File: config.mk
export PLATFORM = sky130hd
export DESIGN_NAME = pipe_hazard_ctrl
export DESIGN_NICKNAME = d
export VERILOG_FILES = /design/src/rtl/pipe_hazard_ctrl.sv
export SDC_FILE = /design/constraint.sdc
export NUM_CORES = 1
export LEC_CHECK = 0
export CAP_MARGIN = 30
export CORE_MARGIN = 4
export CORE_UTILIZATION = 31
export DETAILED_ROUTE_END_ITERATION = 7
export GPL_TIMING_DRIVEN = 0
export PLACE_DENSITY = 0.85
export SKIP_CTS_REPAIR_TIMING = 1
export SYNTH_ARGS = -nofsm -noshare
export SYNTH_HDL_FRONTEND = slang
export SYNTH_SLANG_ARGS = --single-unit
export TNS_END_PERCENT = 20
File: constraint.sdc
create_clock -name clk -period 2.1 [get_ports clk]
set_input_delay 0.315 -clock clk [delete_from_list [all_inputs] [get_ports clk]]
set_output_delay 0.315 -clock clk [all_outputs]
set_load 0.005 [all_outputs]
File: src/rtl/pipe_hazard_ctrl.sv
// ---------------------------------------------------------------------------
// pipe_hazard_ctrl
//   Hazard and sequencing controller for the 2-stage fetch / decode-execute
//   pipeline. It drives the PC load enable and a bubble-select that makes the
//   fetch->decode register capture a NOP. It handles load-use interlocks,
//   kills the wrong-path instruction after a taken branch/jump, and freezes
//   the pipeline on the reserved HALT word (32'hFFFF_FFFF).
//
// Ports
//   clk          pipeline clock; registers update on the falling edge
//   rst_n        asynchronous active-low reset
//   if_instr     instruction just fetched (next to enter decode)
//   id_instr     instruction in decode/execute
//   id_valid     id_instr is a real instruction (not a bubble)
//   branch       decode: conditional branch
//   flag         ALU branch-condition flag
//   jump         decode: jump
//   pc_en        1 = PC loads its next value, 0 = PC holds
//   ifid_bubble  1 = decode register captures NOP instead of if_instr
//   halted       pipeline halted
//   state        00 RUN, 01 STALL, 10 FLUSH, 11 HALT
//   stall_cnt    saturating count of load-use bubbles
//   flush_cnt    saturating count of redirect bubbles
// ---------------------------------------------------------------------------
module pipe_hazard_ctrl #(
    parameter int LOAD_STALL   = 1,
    parameter int FLUSH_CYCLES = 1,
    parameter int CNT_W        = 8
) (
    input  logic             clk,
    input  logic             rst_n,
    input  logic [31:0]      if_instr,
    input  logic [31:0]      id_instr,
    input  logic             id_valid,
    input  logic             branch,
    input  logic             flag,
    input  logic             jump,
    output logic             pc_en,
    output logic             ifid_bubble,
    output logic             halted,
    output logic [1:0]       state,
    output logic [CNT_W-1:0] stall_cnt,
    output logic [CNT_W-1:0] flush_cnt
);

    localparam int MAX_SEQ  = (LOAD_STALL > FLUSH_CYCLES) ? LOAD_STALL : FLUSH_CYCLES;
    localparam int CNT_BITS = $clog2(MAX_SEQ) + 1;

    localparam logic [1:0] ST_RUN   = 2'b00;
    localparam logic [1:0] ST_STALL = 2'b01;
    localparam logic [1:0] ST_FLUSH = 2'b10;
    localparam logic [1:0] ST_HALT  = 2'b11;

    localparam logic [5:0] OP_RTYPE = 6'b000000;
    localparam logic [5:0] OP_LW    = 6'b100011;
    localparam logic [5:0] OP_SW    = 6'b101011;
    localparam logic [5:0] OP_BEQ   = 6'b000100;
    localparam logic [5:0] OP_BNE   = 6'b000101;

    localparam logic [CNT_BITS-1:0] CNT_ONE    = CNT_BITS'(1);
    localparam logic [CNT_BITS-1:0] STALL_LOAD = CNT_BITS'(LOAD_STALL - 1);
    localparam logic [CNT_BITS-1:0] FLUSH_LOAD = CNT_BITS'(FLUSH_CYCLES - 1);
    localparam logic [CNT_W-1:0]    EVT_ONE    = CNT_W'(1);

    logic [1:0]          state_q, state_d;
    logic [CNT_BITS-1:0] cnt_q, cnt_d;
    logic [CNT_W-1:0]    stall_cnt_q, stall_cnt_d;
    logic [CNT_W-1:0]    flush_cnt_q, flush_cnt_d;

    logic [5:0] id_op, if_op;
    logic [4:0] id_rt, if_rs, if_rt;
    logic       if_uses_rt, load_use, redirect, halt_det;

    // Immediate/low fields of the fetched word play no part in hazard detection.
    logic       unused_if_bits;
    assign unused_if_bits = ^if_instr[15:0];

    function automatic logic [CNT_W-1:0] sat_inc(input logic [CNT_W-1:0] v);
        return (&v) ? v : (v + EVT_ONE);
    endfunction

    assign id_op = id_instr[31:26];
    assign id_rt = id_instr[20:16];
    assign if_op = if_instr[31:26];
    assign if_rs = if_instr[25:21];
    assign if_rt = if_instr[20:16];

    // Only these opcodes actually read rt as a source; for I-type ALU ops
    // rt is the destination and cannot create a hazard.
    assign if_uses_rt = (if_op == OP_RTYPE) || (if_op == OP_SW) ||
                        (if_op == OP_BEQ)   || (if_op == OP_BNE);

    // A load into r0 never produces a value, so it never interlocks.
    assign load_use = id_valid && (id_op == OP_LW) && (id_rt != 5'd0) &&
                      ((if_rs == id_rt) || (if_uses_rt && (if_rt == id_rt)));

    assign redirect = id_valid && ((branch && flag) || jump);
    assign halt_det = id_valid && (id_instr == 32'hFFFF_FFFF);

    always_comb begin
        state_d     = state_q;
        cnt_d       = cnt_q;
        stall_cnt_d = stall_cnt_q;
        flush_cnt_d = flush_cnt_q;
        pc_en       = 1'b1;
        ifid_bubble = 1'b0;
        case (state_q)
            ST_RUN: begin
                if (halt_det) begin
                    pc_en       = 1'b0;
                    ifid_bubble = 1'b1;
                    state_d     = ST_HALT;
                end else if (redirect) begin
                    // PC takes the target; the wrong-path fetch is killed.
                    // A simultaneous load-use is moot since that fetch dies.
                    ifid_bubble = 1'b1;
                    flush_cnt_d = sat_inc(flush_cnt_q);
                    if (FLUSH_CYCLES > 1) begin
                        state_d = ST_FLUSH;
                        cnt_d   = FLUSH_LOAD;
                    end
                end else if (load_use) begin
                    pc_en       = 1'b0;
                    ifid_bubble = 1'b1;
                    stall_cnt_d = sat_inc(stall_cnt_q);
                    if (LOAD_STALL > 1) begin
                        state_d = ST_STALL;
                        cnt_d   = STALL_LOAD;
                    end
                end
            end
            ST_STALL: begin
                pc_en       = 1'b0;
                ifid_bubble = 1'b1;
                stall_cnt_d = sat_inc(stall_cnt_q);
                cnt_d       = cnt_q - CNT_ONE;
                if (cnt_q == CNT_ONE) state_d = ST_RUN;
            end
            ST_FLUSH: begin
                ifid_bubble = 1'b1;
                flush_cnt_d = sat_inc(flush_cnt_q);
                cnt_d       = cnt_q - CNT_ONE;
                if (cnt_q == CNT_ONE) state_d = ST_RUN;
            end
            default: begin
                // HALT is sticky until reset.
                pc_en       = 1'b0;
                ifid_bubble = 1'b1;
            end
        endcase
    end

    // Falling-edge update, aligned with the pipeline registers.
    always_ff @(negedge clk or negedge rst_n) begin
        if (!rst_n) begin
            state_q     <= ST_RUN;
            cnt_q       <= '0;
            stall_cnt_q <= '0;
            flush_cnt_q <= '0;
        end else begin
            state_q     <= state_d;
            cnt_q       <= cnt_d;
            stall_cnt_q <= stall_cnt_d;
            flush_cnt_q <= flush_cnt_d;
        end
    end

    assign halted    = (state_q == ST_HALT);
    assign state     = state_q;
    assign stall_cnt = stall_cnt_q;
    assign flush_cnt = flush_cnt_q;

endmodule

==> impl_results.md, run 1 <==
- Num CTS Buffers: 3
- Final non-filler cell total: around 230
- Final Hold Fails: 0
- Cells after Synth: between 90 and 100
- Initial Util: between 30% and 40%
- Global-route wire length before repair: ~5400 microns
- Max IR drop VDD: about 460 uV
- Yosys Warn Count: 0
- Post-synth EDFFs: 0
- GRT Max-Usage Layer: met2
- Layout area overhead: 83.56%
- Area of the mapped netlist: around 1000 sq um
- RePlAce Congestion: between 0.7 and 0.8
- Total track usage: between 15 and 20%
- Clock network power share: a little under a fifth
- Register area: 425.4 sq um
- Register area share after synthesis: 41.72%
- Hold Crit Class: flip-flop to flip-flop
- #FFs+latches synth: 17
- Worst Max-Slew Pin Slew: 734.0 ps
- Area after DPL: around 1800 sq um
- Via density: slightly below 5
- Fraction of layout cells with a size suffix above 1: 23.63%
- MaxCap Viol Count: 0
- Cell row count: 20
- Die extent in y: around 65 microns
- Drt wl/cell: between 15 and 20 microns
- Root buf cell: clkbuf_4
- Port bufs: 74
- DRC: 0
- IO Pins: between 90 and 100
- Setup Crit Path Kind: input port to flip-flop
- Core area: slightly above 3000 sq um
- Largest net degree at the start of global routing: 18
- Syn Nets: between 150 and 200
- Synthesized area per cell: between 10 and 15 sq um
- Place WS: -1776 ps
- Pwr dens: 497.7 nW/um^2
- Utilization after layout: about three fifths
- Part of the power in registers: between 40% and 50%
- RSZ-0062 raised after global routing: yes
- Failing checks: setup timing
- Synth Flop Type: dfrtn_1
- Post-route cell area: ~1900 sq um
- CP required: 1180 ps
- Grt ovf: 0
- Die Area: approximately 4300 sq um
- Final setup TNS: -18370 ps
- Filler instances: between 200 and 300
- Worst clock skew: just over 5 ps
- Dpl hpwl: roughly 2900 microns
- P_sw: about 0.00028 W
- Max Root-Sink Buffers: 2
- Asr flop ratio synth: between 90% and 100%
- Antenna Cells: 0
- CTS sink cnt: 17
- Unique masters post-synth: 22
- Vias in the first global route: ~1100
- 1st-iter DRT viols: ~80
- Antenna violations before repair: 0
- Chip width: roughly 65 microns
- Crit end category: flip-flop
- TritonCTS clock tree: done
- Pleak: roughly 0.9 nW
- Met3 Resource Use GR: around 5.6%
- Slew Limit Fails: 0
- Max_slew headroom: 50.91%
- Sw frac: slightly below 30%
- CTS HTree Levels: 1
- Largest fanout on the critical path: 7
- Placed insts: 216
- M1 GR Usage: 19.13%
- Nature of the critical path startpoint: input port
- Crit path arrival time: 2300 ps
- Met2 global-route usage: 27.31%
- Gate power share: 33.3%
- DR pass1 iterations: 4
- Pint: about 0.00065 W
- Final wirelength: 3634 microns
- Final nets: roughly 260
- Final setup margin: -1118 ps
- Clock slew at reported path FFs: 60 ps
- Area of the multi-input gates: roughly 630 sq um
- # setup viols final: 38
- Vias: 1119
- Clk_lat worst skew: about 280 ps
- Final antenna-violating net count: 0
- Status: complete, but fails checks
==> power groups by stage <==
| stage | logic [W] | registers, W | clock network (W) |
|---|---|---|---|
| final | 0.000310 | 0.000451 | 0.000171 |
| after global routing | 0.000338 | 0.000463 | 0.000201 |
| after CTS | 0.000363 | 0.000454 | 0.000179 |
| after detailed placement | 0.000361 | 0.000458 | 0 |
| after global placement | 0.000348 | 0.000452 | 0 |
| after floorplan | 0.000110 | 0.000451 | 0 |
==> area by class of cell <==
cell class | instances | share of cell area (%)
well taps | 44 | 2.941
plain buffers | 2 | 0.8021
clock buffers | 4 | 1.404
multi-input cells | 79 | 33.76
flip-flops and latches | 17 | 22.73
repair buffers | 80 | 38.37
==> flip-flops by register name, summed over array words and instances (netlist names) <==
signal,count
flush_cnt,8
stall_cnt,8
state,1
==> cell families after synthesis <==
logic type,after synthesis,synth area share (%)
adder cells (fa/ha/maj),2,2.454
multiplexers,2,2.208
AO/OA/AOI/OAI,9,8.835
XOR/XNOR,24,20.61
buffers and inverters,2,1.472
flip-flops,17,41.72
AND/OR/NAND/NOR,42,22.70
==> worst max-delay path, stage by stage <==
cell and delay [ps]:
buf_6 90, or4_1 510, a2111o_1 480, a2111oi_4 410
buf_6 190, mux2_4 300
==> metrics by stage <==
| step | total power [W] | hold slack (ps) |
|---|---|---|
| 2_1_floorplan | 0.0005606 | 427.7 |
| 3_3_place_gp | 0.0007994 | 427.5 |
| 3_5_place_dp | 0.0008186 | 436.5 |
| 4_1_cts | 0.0009952 | 437.9 |
| 5_1_grt | 0.001002 | 466.3 |
| 6_report | 0.0009317 | 429.7 |
==> worst paths after layout <==
kind / from / end / slack, ps / cells after the start
setup / recovery: if_instr[31] / stall_cnt[1] / -1120 / 6
hold / removal: stall_cnt[5] / stall_cnt[5] / 430 / 1
setup reg to reg: stall_cnt[0] / stall_cnt[1] / 200 / 6
hold reg to reg: stall_cnt[5] / stall_cnt[5] / 430 / 1
max in group asynchronous: rst_n / stall_cnt[7] / 210 / 1
min in group asynchronous: rst_n / flush_cnt[3] / 1400 / 1
==> placed cells by master (no fill, tap or decap), types with 3 or more instances in the layout <==
cell             Yosys  routed
xnor2_1             18      17
clkdlybuf4s50_1      0      41
nand2_1              9       8
dfrtn_1             17      17
xor2_1               6       6
buf_2                0      10
clkbuf_4             0       3
buf_4                2       7
nand4_1             16      16
clkbuf_2             0      10
buf_6                0       4
dlymetal6s2s_1       0      10
nand3_1              3       3
and3_1               5       5
==> cells in the mapped netlist (all sizes together), types with 2 or more instances <==
master	n	area share, %
xnor2	18	15
nor4	2	1.2
nor2	2	0.74
dfrtn	17	42
nand2	9	3.3
or4	2	1.5
mux2	2	2.2
xor2	6	5.2
and3	5	3.1
a21oi	2	0.98
buf	2	1.5
o21ai	2	0.98
nor3	2	0.98
nand4	16	9.8
nand3	3	1.5
ha	2	2.5
==> routing by layer <==
layer	part of all wire, %	wire length (microns)
met5	0	0
met2	48	1732
met1	40	1441
met3	12	452
met4	0.22	8
No activity file was read; power rests on OpenSTA's default activity.
==> inputs of run 2 (changes only) <==
--- a/config.mk
+++ b/config.mk
@@ -5,7 +5,7 @@
 export SDC_FILE = /design/constraint.sdc
 export NUM_CORES = 1
 export LEC_CHECK = 0
-export CAP_MARGIN = 30
+export CORE_ASPECT_RATIO = 1.75
 export CORE_MARGIN = 4
 export CORE_UTILIZATION = 31
 export DETAILED_ROUTE_END_ITERATION = 7
==> run 2 against run 1 <==
Against the previous run: the flow still finishes with violations (setup timing); setup slack got worse by 29 ps; power increased by 6.4%; final cell count decreased by 2.2%; utilization decreased by 0.27 points; design area increased by 0.80%; clock skew decreased by 3.4 ps; register-to-register slack about the same; combinational power decreased by 2%.
==> impl_results.md, run 2 (same netlist as run 1, synthesis figures left out) <==
- Min-delay src: flush_cnt[2]
- Met3 Resource Use GR: 5.009% (-0.63 points)
- RSZ-0062 raised after global routing: yes
- Met2 global-route usage: 28.91% (+1.6 points)
- FF-to-FF End: flush_cnt[1]
- Die Area: 4307 sq um (+0.84%)
- Nature of the critical path startpoint: input port
- # setup viols final: 38 (unchanged)
- Clock slew at reported path FFs: 40 ps (-20 ps)
- MaxCap Viol Count: 0 (unchanged)
- Crit-path max cell delay: 480 ps (-30 ps)
- Core area: 3142 sq um (+1.2%)
- Slew Limit Fails: 0 (unchanged)
- Max_slew headroom: 48.95% (-2.0 points)
- Clock network power share: 23.8% (+5.5 points)
- Cell row count: 27 (+35%)
- Via density: 4.986 (+0.71%)
- Fraction of layout cells with a size suffix above 1: 19.66% (-4.0 points)
- Place WS: -1737 ps (+39.13 ps)
- R2R Setup Slk: 210 ps (about the same)
- Largest fanout on the critical path: 8 (+1)
- Crit path arrival time: 2310 ps (about the same)
- Worst reg2reg path depth: 4 (-2)
- GRT Max-Usage Layer: met2
- Dpl hpwl: 2824 microns (-1.0%)
- Largest net degree at the start of global routing: 18 (unchanged)
- Port bufs: 74 (unchanged)
- Area of the multi-input gates: 621.8 sq um (-1.6%)
- 1st-iter DRT viols: 13 (-84%)
- CTS sink cnt: 17 (unchanged)
- Layout area overhead: 85.03%
- Gate power share: 30.6% (-2.7 points)
- Part of the power in registers: 45.6% (-2.8 points)
- P_sw: 0.0002776 W (about the same)
- Commonest non-fill, non-tap cell in the layout: clkdlybuf4s50_1
- WHS Path Cells: 1 (unchanged)
- Final setup margin: -1148 ps (-29.32 ps)
- Total track usage: 15.57% (-0.50 points)
- Register area: 425.4 sq um (unchanged)
- Die extent in y: 83.87 microns (+28%)
- Final nets: 251 (-1.6%)
- Vias: 1102 (-1.5%)
- Grt ovf: 0 (unchanged)
- Worst Max-Slew Pin Slew: 763.4 ps (+29.33 ps)
- Final Hold Fails: 0 (unchanged)
- Setup Crit Path Kind: input port to flip-flop
- Most frequent cells in the layout: clkdlybuf4s50_1, xnor2_1, dfrtn_1, dlymetal6s2s_1, nand4_1
- Status: complete, but fails checks
- Clk_lat worst skew: 260 ps (-20 ps)
- Pleak: 0.9445 nW (+4.2%)
- Max Root-Sink Buffers: 2 (unchanged)
- IO Pins: 91 (unchanged)
- Max IR drop VDD: 538.9 uV (+17%)
- Antenna Cells: 0 (unchanged)
- Hold Crit Class: flip-flop to flip-flop
- Global-route wire length before repair: 5388 microns (+0.50%)
- CP max stage cell: a2111o_1
- CP cell instances: buf_6, nor2b_4, or4_1, a2111o_1, a2111oi_4, buf_6, mux2_4
- Power, Total: 0.0009909 W (+6.4%)
- M1 GR Usage: 16.37% (-2.8 points)
- CP required: 1160 ps (-20 ps)
- Worst clock skew: 1.719 ps (-3.374 ps)
- Sw frac: 28.01% (-1.8 points)
- RR Startpoint: flush_cnt[0]
- Hold EP: flush_cnt[2]
- Final antenna-violating net count: 0 (unchanged)
- Initial Util: 32.46% (-0.41 points)
- Pwr dens: 525.2 nW/um^2 (+5.5%)
- CTS HTree Levels: 1 (unchanged)
- Drt wl/cell: 15.21 microns (-5.4%)
- Most used cell, CP: buf_6
- Root buf cell: clkbuf_8
- Crit end category: flip-flop
- Antenna violations before repair: 0 (unchanged)
- Filler instances: 277 (+3.4%)
- TritonCTS clock tree: done
- Vias in the first global route: 1186 (+9.2%)
- Final wirelength: 3361 microns (-7.5%)
- Chip width: 51.36 microns (-21%)
- Bufs and invs on worst path: 2 (unchanged)
- Pint: 0.0007133 W (+9.0%)
- RePlAce Congestion: 0.7494 (+2.1%)
- DRC: 0 (unchanged)
- Top delay family on crit path: compound AO/OA/AOI/OAI gates
- DR pass1 iterations: 4 (unchanged)
- Num CTS Buffers: 3 (unchanged)
- Failing checks: setup timing
run 2: layout make-up:
cell class | count | share of cell area, %
sequential | 17 | 22.55
tap | 43 | 2.851
clock buffer | 4 | 2.387
buffer | 2 | 0.7958
timing repair buffer | 76 | 38.46
multi-input combinational | 79 | 32.96
run 2: per-layer routing:
layer	share of wire, %	vias to the layer above
met4	0.68	0
met3	12	3
met5	0	-
met2	52	66
li1	-	524
met1	35	509
run 2: through the flow:
step / hold slack (ps) / cells / util, % / TNS, ps / area [sq um]
floorplan: 427.7 / 98 / - / -13800 / 1023
global placement: 425.6 / 215 / 57.87 / -32320 / 1818
detailed placement: 433.5 / 215 / 57.87 / -33830 / 1818
CTS: 434.0 / 219 / 59.30 / -31890 / 1863
global route: 436.4 / 221 / 60.06 / -20100 / 1887
finish: 423.3 / 221 / 60.06 / -18050 / 1887
run 2: power groups by stage:
stage,Clock [W],Sequential (W),Combinational (W)
final,0.000236,0.000452,0.000303
after global routing,0.000257,0.000463,0.000337
after CTS,0.000245,0.000454,0.000361
after detailed placement,0,0.000458,0.000357
after global placement,0,0.000455,0.000348
after floorplan,0,0.000451,0.000110
run 2: how the worst max path moves through the flow:
stage / start / to / slack, ps / cells after the start
finish: if_instr[26] / stall_cnt[1] / -1150 / 7
detailed placement: if_instr[27] / stall_cnt[4] / -1740 / 6
global placement: if_instr[27] / stall_cnt[4] / -1700 / 6
global route: if_instr[26] / stall_cnt[1] / -1170 / 7
CTS: if_instr[27] / stall_cnt[4] / -1460 / 6
floorplan: if_instr[27] / stall_cnt[1] / -1170 / 4
run 2: worst register-to-register path: cells and delay by family (launching register included):
kind	cells	cell delay [ps]
and+or+nand+nor	1	240
adders and majority gates	1	230
muxes	1	390
DFF	1	380
AOI/OAI and AO/OA	1	490
